`src/rtl/pipeline_hazard_scoreboard.sv`:
```
// Hazard controller for the 5-stage MIPS pipeline: operand forwarding, load-use / branch / HI-LO
// stalls, a multi-cycle MULT/DIV busy scoreboard and a saturating stall-cycle counter.
module pipeline_hazard_scoreboard #(
  parameter int REG_ADDR_WIDTH = 5,
  parameter int MUL_LATENCY    = 4,
  parameter int DIV_LATENCY    = 32,
  parameter int PERF_WIDTH     = 32
) (
  input  logic                      clk,
  input  logic                      reset_n,
  input  logic [REG_ADDR_WIDTH-1:0] Rs_decode,
  input  logic [REG_ADDR_WIDTH-1:0] Rt_decode,
  input  logic                      branch_decode,
  input  logic                      using_HI_LO_decode,
  input  logic [REG_ADDR_WIDTH-1:0] Rs_execute,
  input  logic [REG_ADDR_WIDTH-1:0] Rt_execute,
  input  logic [REG_ADDR_WIDTH-1:0] write_register_execute,
  input  logic                      register_write_execute,
  input  logic                      memory_to_register_execute,
  input  logic                      muldiv_start_execute,
  input  logic                      muldiv_is_div_execute,
  input  logic [REG_ADDR_WIDTH-1:0] write_register_memory,
  input  logic                      register_write_memory,
  input  logic                      memory_to_register_memory,
  input  logic [REG_ADDR_WIDTH-1:0] write_register_writeback,
  input  logic                      register_write_writeback,
  input  logic                      redirect_memory,
  input  logic                      perf_clear,
  output logic                      stall_fetch,
  output logic                      stall_decode,
  output logic                      flush_execute_register,
  output logic                      forward_A_decode,
  output logic                      forward_B_decode,
  output logic [1:0]                forward_A_execute,
  output logic [1:0]                forward_B_execute,
  output logic                      muldiv_busy,
  output logic                      muldiv_overlap_error,
  output logic [PERF_WIDTH-1:0]     stall_cycle_count
);

  localparam int CNT_W = $clog2(DIV_LATENCY + 1);
  localparam logic [CNT_W-1:0] MUL_LOAD = CNT_W'(MUL_LATENCY);
  localparam logic [CNT_W-1:0] DIV_LOAD = CNT_W'(DIV_LATENCY);

  logic [CNT_W-1:0]      r_busy_cnt;
  logic                  r_overlap_err;
  logic [PERF_WIDTH-1:0] r_stall_cnt;
  logic                  w_load_stall;
  logic                  w_branch_stall;
  logic                  w_muldiv_stall;
  logic                  w_stall;

  // Register $0 is hardwired to zero, so it never creates a dependency.
  function automatic logic hit(input logic [REG_ADDR_WIDTH-1:0] src,
                               input logic [REG_ADDR_WIDTH-1:0] dst);
    return (src != '0) && (src == dst);
  endfunction

  function automatic logic [PERF_WIDTH-1:0] sat_inc(input logic [PERF_WIDTH-1:0] v);
    return (&v) ? v : v + 1'b1;
  endfunction

  function automatic logic [1:0] fwd_sel(input logic [REG_ADDR_WIDTH-1:0] src);
    if (register_write_memory && hit(src, write_register_memory))
      return 2'b10;
    else if (register_write_writeback && hit(src, write_register_writeback))
      return 2'b01;
    else
      return 2'b00;
  endfunction

  always_comb begin
    forward_A_execute = fwd_sel(Rs_execute);
    forward_B_execute = fwd_sel(Rt_execute);
    forward_A_decode  = register_write_memory && hit(Rs_decode, write_register_memory);
    forward_B_decode  = register_write_memory && hit(Rt_decode, write_register_memory);
  end

  assign muldiv_busy    = (r_busy_cnt != '0);
  assign w_load_stall   = memory_to_register_execute &&
                          (hit(Rs_decode, write_register_execute) ||
                           hit(Rt_decode, write_register_execute));
  assign w_branch_stall = branch_decode &&
                          ((register_write_execute &&
                            (hit(Rs_decode, write_register_execute) ||
                             hit(Rt_decode, write_register_execute))) ||
                           (memory_to_register_memory &&
                            (hit(Rs_decode, write_register_memory) ||
                             hit(Rt_decode, write_register_memory))));
  // A launch in execute this cycle already blocks HI/LO consumers before busy rises.
  assign w_muldiv_stall = using_HI_LO_decode && (muldiv_busy || muldiv_start_execute);
  assign w_stall        = w_load_stall || w_branch_stall || w_muldiv_stall;

  assign stall_fetch            = w_stall;
  assign stall_decode           = w_stall;
  assign flush_execute_register = w_stall || redirect_memory;
  assign muldiv_overlap_error   = r_overlap_err;
  assign stall_cycle_count      = r_stall_cnt;

  // Busy countdown; a start while occupied is dropped and flagged.
  always_ff @(posedge clk or negedge reset_n) begin
    if (!reset_n) begin
      r_busy_cnt    <= '0;
      r_overlap_err <= 1'b0;
    end else begin
      if (r_busy_cnt != '0)
        r_busy_cnt <= r_busy_cnt - 1'b1;
      else if (muldiv_start_execute)
        r_busy_cnt <= muldiv_is_div_execute ? DIV_LOAD : MUL_LOAD;
      if (muldiv_start_execute && (r_busy_cnt != '0))
        r_overlap_err <= 1'b1;
    end
  end

  always_ff @(posedge clk or negedge reset_n) begin
    if (!reset_n)
      r_stall_cnt <= '0;
    else if (perf_clear)
      r_stall_cnt <= '0;
    else if (w_stall)
      r_stall_cnt <= sat_inc(r_stall_cnt);
  end

endmodule

```
`config.mk`:
```
export PLATFORM = sky130hd
export DESIGN_NAME = pipeline_hazard_scoreboard
export DESIGN_NICKNAME = d
export VERILOG_FILES = /design/src/rtl/pipeline_hazard_scoreboard.sv
export SDC_FILE = /design/constraint.sdc
export NUM_CORES = 1
export LEC_CHECK = 0
export ABC_AREA = 1
export BUFFER_PORTS_ARGS = -buffer_cell sky130_fd_sc_hd__buf_2
export CAP_MARGIN = 25
export CORE_MARGIN = 2
export CORE_UTILIZATION = 35
export DETAILED_ROUTE_END_ITERATION = 10
export PLACE_DENSITY = 0.56
export REMOVE_ABC_BUFFERS = 1
export SKIP_CTS_REPAIR_TIMING = 1
export SLEW_MARGIN = 30
export SYNTH_ARGS = -nofsm -noshare
export SYNTH_HDL_FRONTEND = slang
export SYNTH_SLANG_ARGS = --single-unit
```
`constraint.sdc`:
```
create_clock -name clk -period 1.65 [get_ports clk]
set_input_delay 0.0825 -clock clk [delete_from_list [all_inputs] [get_ports clk]]
set_output_delay 0.0825 -clock clk [all_outputs]
set_load 0.05 [all_outputs]
```
Yosys cells after proc, flatten, opt, wreduce, memory -nomap -nowiden --
Cells that the tools add are included.
Word-level totals: register bits after elaboration 39, bits of input ports 48, output and inout bits 43, logic and storage cells 60
Cells by class: add/sub/neg operators 2, equality and inequality tests 9, muxes and demuxes 10, reduce and logical (&&, ||, !) cells 36
Operators with widths (count):
- two-way mux 32 bit | 3
- == test 5 bit | 8
- adder 32 x 1 -> 32 bit (second input constant) | 1
- AND reduction 32 bit | 1
- logical AND 1 bit | 20
- nonzero test 5 bit | 4
- two-way mux 6 bit | 3
- logical OR 1 bit | 7
- nonzero test 6 bit | 1
- subtractor 6 x 1 -> 6 bit (second input constant) | 1
- two-way mux 2 bit | 2
- nonzero test 2 bit | 2
- two-way mux 1 bit | 2
- != test 2 bit (second input constant) | 1
- AND reduction 2 bit | 1

Depth between registers and ports, before layout --
depth in word-level cells 10, depth in mapped cells 13, depth with buffers taken out 12

Least setup slack after synthesis --
Ideal clock, no wire load.
kind input -> output, start input Rt_execute[2], end output forward_B_execute[0], data arrival time 2.603 ns, data required time 1.567 ns, path slack -1.036 ns, stages on the path 4, path buffers 0, cells stage by stage xnor2_1 -> o21ai_0 -> nor4_1 -> nor3_1
Between the ends: word-level cells in the longest chain between the ends 5, elaborated cells between the ends (all ways) 9, those cells by class 2 x eq/ne; 2 x mux; 5 x reduce/logical
RTL lines:
- start, declared | line 16 | input logic [REG_ADDR_WIDTH-1:0] Rt_execute,
- == test 5 bit / nonzero test 5 bit (equally long branches) | line 56 | return (src != '0) && (src == dst);
- logical AND 1 bit | line 56
- logical AND 1 bit | line 66 | else if (register_write_writeback && hit(src, write_register_writeback))
- two-way mux 1 bit | line 66
- two-way mux 2 bit (*) | line 64 | if (register_write_memory && hit(src, write_register_memory))
- end, declared | line 35 | output logic [1:0] forward_B_execute,
Mark *: on every way between the ends. The rest lies on a longest branch, timed or not.

Worst setup path after layout --
start register r_busy_cnt[1], end output flush_execute_register
Between the ends: word-level cells in the longest chain between the ends 5
RTL lines:
- start, declared | line 45 | logic [CNT_W-1:0] r_busy_cnt;
- start signal, assigned | line 107 | r_busy_cnt <= r_busy_cnt - 1'b1;
- start signal, assigned | line 109 | r_busy_cnt <= muldiv_is_div_execute ? DIV_LOAD : MUL_LOAD;
- nonzero test 6 bit | line 79 | assign muldiv_busy = (r_busy_cnt != '0);
- logical OR 1 bit | line 91 | assign w_muldiv_stall = using_HI_LO_decode && (muldiv_busy || muldiv_start_execute);
- logical AND 1 bit | line 91
- logical OR 1 bit | line 92 | assign w_stall = w_load_stall || w_branch_stall || w_muldiv_stall;
- logical OR 1 bit | line 96 | assign flush_execute_register = w_stall || redirect_memory;
- end, declared | line 31 | output logic flush_execute_register,
Every way passes these cells.

==> impl_metrics.json <==
{
  "hold_viol_final": 0,
  "area.growth.synth_to_final_pct": 46.16,
  "grt_overflow": 0,
  "wirelength_um": 10930,
  "timing_max_transition_violations_final": 0,
  "place.port_buffers": 90,
  "cts.sink_count": 39,
  "hold_path_class": "input port to flip-flop",
  "post_synthesis_instance_area_mm2": 0.003418,
  "layout.filler_cells": 1003,
  "cts_max_level": 2,
  "grt_pass1_vias": 3660,
  "initial_antenna_violation_count": 0,
  "tritoncts.num_buffers": 5,
  "chipWidth_um": 102.8,
  "start_util": 0.3546,
  "final.setup.tns_ns": -4.061,
  "routabilityCongestion": 0.8735,
  "track_usage": 0.1962,
  "drive_above_1_share": 0.3256,
  "fmaxAchievable_mhz": 523.8,
  "synthesis.area_per_instance_um2": 6.425,
  "cap_viol_max_count": 0,
  "leakagePower_nw": 2.769,
  "first_pass_iters": 5,
  "place.detailed.hpwl_um": 7745,
  "endpoint_kind": "output pin",
  "power-per-cell-area_mw_per_mm2": 640.2,
  "ys_seq_elements": 39,
  "cts_tree": "yes",
  "reg2reg_slack_ns": -0.17,
  "worstReg2RegStart": "r_busy_cnt[1]$_DFFE_PN0N_",
  "final.period_utilization": 1.157,
  "setup_slack_ns": -0.2591,
  "grt_util_met2": 0.3374,
  "setup_viol_count_final": 35,
  "met3_usage": 0.02712,
  "grt_max_degree": 65,
  "detailedPlace.worstSlack_ns": -0.1545,
  "wire_length_per_cell_um": 13.26,
  "detail_route.iter0.violations": 183,
  "hold-worst-slack_ns": 0.04661,
  "vias_per_cell": 4.817,
  "rsz_0062_raised_after_global_routing": "true",
  "ys_seq_area_frac": 0.2855,
  "die-area_mm2": 0.01057,
  "cp.required_ns": 1.57,
  "grt.met1_usage": 0.2614,
  "grt_pass1_wl_um": 16770,
  "max_slew.worst_pin.slew_ns": 0.7281,
  "yosysWarnings": 0,
  "status": "finished with violations",
  "grt-busiest-layer": "met2",
  "drc_violation_count_after_routing": 0,
  "diode_count": 0,
  "hold_path.startpoint": "muldiv_is_div_execute",
  "worst_ep_arrival_time_ns": 1.83,
  "netlist-cell-type-count": 38,
  "vdd_ir_drop_max_uv": 276.9,
  "timing_worst_setup_path_type": "flip-flop to output pin",
  "final.min_clock_period_ns": 1.909,
  "top_level_ports": 91,
  "coreArea_mm2": 0.009639,
  "worst_setup_path_startpoint": "r_busy_cnt[1]$_DFFE_PN0N_",
  "detail-route-antenna-nets": 0,
  "clock_latency_ns": 0.29,
  "clock_path_buffers": 2,
  "vertical_extent_of_the_die_um": 102.8,
  "syn-instance-count": 532,
  "cts-root-buf": "sky130_fd_sc_hd__clkbuf_8",
  "clock-skew-final_ns": 0.007096,
  "routed-via-count": 3969,
  "relSlewSlack": 0.5146,
  "worst_path_max_fanout": 4,
  "clk_pin_slew_worst_paths_ns": 0.09,
  "row_count": 36,
  "violations": "negative setup slack",
  "worst_setup_path_start_kind": "flip-flop",
  "final_nets": 740
}
[layout by cell type, fill, tap and decap left out, drive strengths merged, types with 2 or more instances in the layout]
master	n
xor2	26
nand3	55
o21ai	4
or2	2
a21oi	6
clkbuf	11
nor3	10
nand4	40
o22ai	4
xnor2	14
nor3b	2
inv	84
dfrtp	39
nand2	152
nor4	4
ha	2
buf	162
nor2	62
[area by class of cell]
cell class	instances	area (um^2)	share of cell area
flip-flops and latches	39	975.9	0.1953
clock inverters	2	35.03	0.007012
well taps	133	166.4	0.03331
multi-input cells	392	2208	0.4420
inverters	84	317.8	0.06361
clock buffers	6	82.58	0.01653
repair buffers	168	1210	0.2422
[worst max-delay path, cell delays in order, from the launching register on]
cell and delay [ns]:
sky130_fd_sc_hd__dfrtp_1 0.39, sky130_fd_sc_hd__inv_2 0.08, sky130_fd_sc_hd__ha_4 0.13, sky130_fd_sc_hd__inv_4 0.04
sky130_fd_sc_hd__nor2_4 0.11, sky130_fd_sc_hd__nand2_2 0.07, sky130_fd_sc_hd__inv_2 0.07, sky130_fd_sc_hd__nand2_2 0.05
sky130_fd_sc_hd__nand2_2 0.08, sky130_fd_sc_hd__nand3_4 0.09, sky130_fd_sc_hd__or2_4 0.27, sky130_fd_sc_hd__buf_8 0.15
[where the power goes]
group	switching, W	internal [W]	leakage (nW)
sequential	0.0000703	0.00104	0.528
clock	0.000368	0.000490	0.0612
combinational	0.000660	0.000572	2.18
[sequential cells by signal (all words and copies together) (netlist names)]
register and count:
muldiv_overlap_error 1, stall_cycle_count 32, r_busy_cnt 6
[cells in the mapped netlist]
cell type | instances | area, um^2
sky130_fd_sc_hd__o21bai_1 | 1 | 7.510
sky130_fd_sc_hd__ha_1 | 2 | 25.02
sky130_fd_sc_hd__nor3_1 | 8 | 40.04
sky130_fd_sc_hd__nor3_2 | 2 | 20.02
sky130_fd_sc_hd__inv_1 | 81 | 304.0
sky130_fd_sc_hd__nor3b_1 | 2 | 15.01
sky130_fd_sc_hd__and3_1 | 1 | 6.260
sky130_fd_sc_hd__a211oi_1 | 1 | 7.510
sky130_fd_sc_hd__o22ai_1 | 4 | 25.02
sky130_fd_sc_hd__o2111ai_1 | 1 | 8.760
sky130_fd_sc_hd__buf_4 | 1 | 7.510
sky130_fd_sc_hd__nand3_1 | 52 | 260.3
sky130_fd_sc_hd__xor2_1 | 26 | 227.7
sky130_fd_sc_hd__o221ai_1 | 1 | 8.760
sky130_fd_sc_hd__nor2_1 | 58 | 217.7
sky130_fd_sc_hd__buf_1 | 3 | 11.26
sky130_fd_sc_hd__a21o_1 | 1 | 7.510
sky130_fd_sc_hd__nand4_1 | 39 | 244.0
sky130_fd_sc_hd__a21oi_1 | 6 | 30.03
sky130_fd_sc_hd__o21ai_0 | 4 | 20.02
sky130_fd_sc_hd__dfrtp_1 | 39 | 975.9
sky130_fd_sc_hd__nand3_4 | 1 | 17.52
sky130_fd_sc_hd__nand2_1 | 150 | 563.0
sky130_fd_sc_hd__buf_2 | 8 | 40.04
sky130_fd_sc_hd__nor4_1 | 4 | 25.02
sky130_fd_sc_hd__clkbuf_1 | 2 | 7.510
sky130_fd_sc_hd__a221oi_1 | 1 | 8.760
sky130_fd_sc_hd__nand2_2 | 2 | 12.51
sky130_fd_sc_hd__or2_2 | 2 | 12.51
sky130_fd_sc_hd__inv_2 | 3 | 11.26
sky130_fd_sc_hd__nor2_2 | 2 | 12.51
sky130_fd_sc_hd__xnor2_1 | 14 | 122.6
sky130_fd_sc_hd__a32oi_1 | 1 | 8.760
sky130_fd_sc_hd__nand3_2 | 2 | 20.02
sky130_fd_sc_hd__a211o_1 | 1 | 8.760
sky130_fd_sc_hd__nor2_4 | 2 | 22.52
sky130_fd_sc_hd__buf_6 | 3 | 33.78
sky130_fd_sc_hd__nand4_4 | 1 | 21.27
[metrics by stage]
| stage | util | total power [W] | instance area [um^2] | std cells |
|---|---|---|---|---|
| 2_1_floorplan | - | 0.001613 | 3318 | 515 |
| 3_5_place_dp | 0.4596 | 0.002024 | 4431 | 799 |
| 6_report | 0.5183 | 0.003199 | 4996 | 824 |
| 3_3_place_gp | 0.4596 | 0.002006 | 4431 | 799 |
| 4_1_cts | 0.4718 | 0.002892 | 4548 | 807 |
| 5_1_grt | 0.5183 | 0.003388 | 4996 | 824 |
[final timing paths]
path                                                      to  depth (start not counted)
setup reg to reg           stall_cycle_count[27]$_DFFE_PN0P_                         14
hold reg to reg             muldiv_overlap_error$_DFFE_PN0P_                          1
min in group asynchronous  stall_cycle_count[12]$_DFFE_PN0P_                          2
max in group asynchronous  stall_cycle_count[16]$_DFFE_PN0P_                          3
hold / removal                     r_busy_cnt[2]$_DFFE_PN0N_                          4
setup / recovery                      flush_execute_register                         11
[layer usage]
layer / share of wire / wire (um) / vias up
li1: - / - / 2032
met1: 0.45 / 4941 / 1816
met2: 0.48 / 5286 / 107
met3: 0.049 / 534 / 14
met4: 0.015 / 165 / 0
met5: 0 / 0 / -
[cells by family after synthesis]
logic type | count (synthesis) | share of synthesized area
simple gates | 328 | 0.4418
buf+inv | 101 | 0.1215
xor+xnor | 40 | 0.1025
flops | 39 | 0.2855
compound gates | 22 | 0.04137
fa+ha+maj | 2 | 0.007319
(Power assumes the default switching activity.)
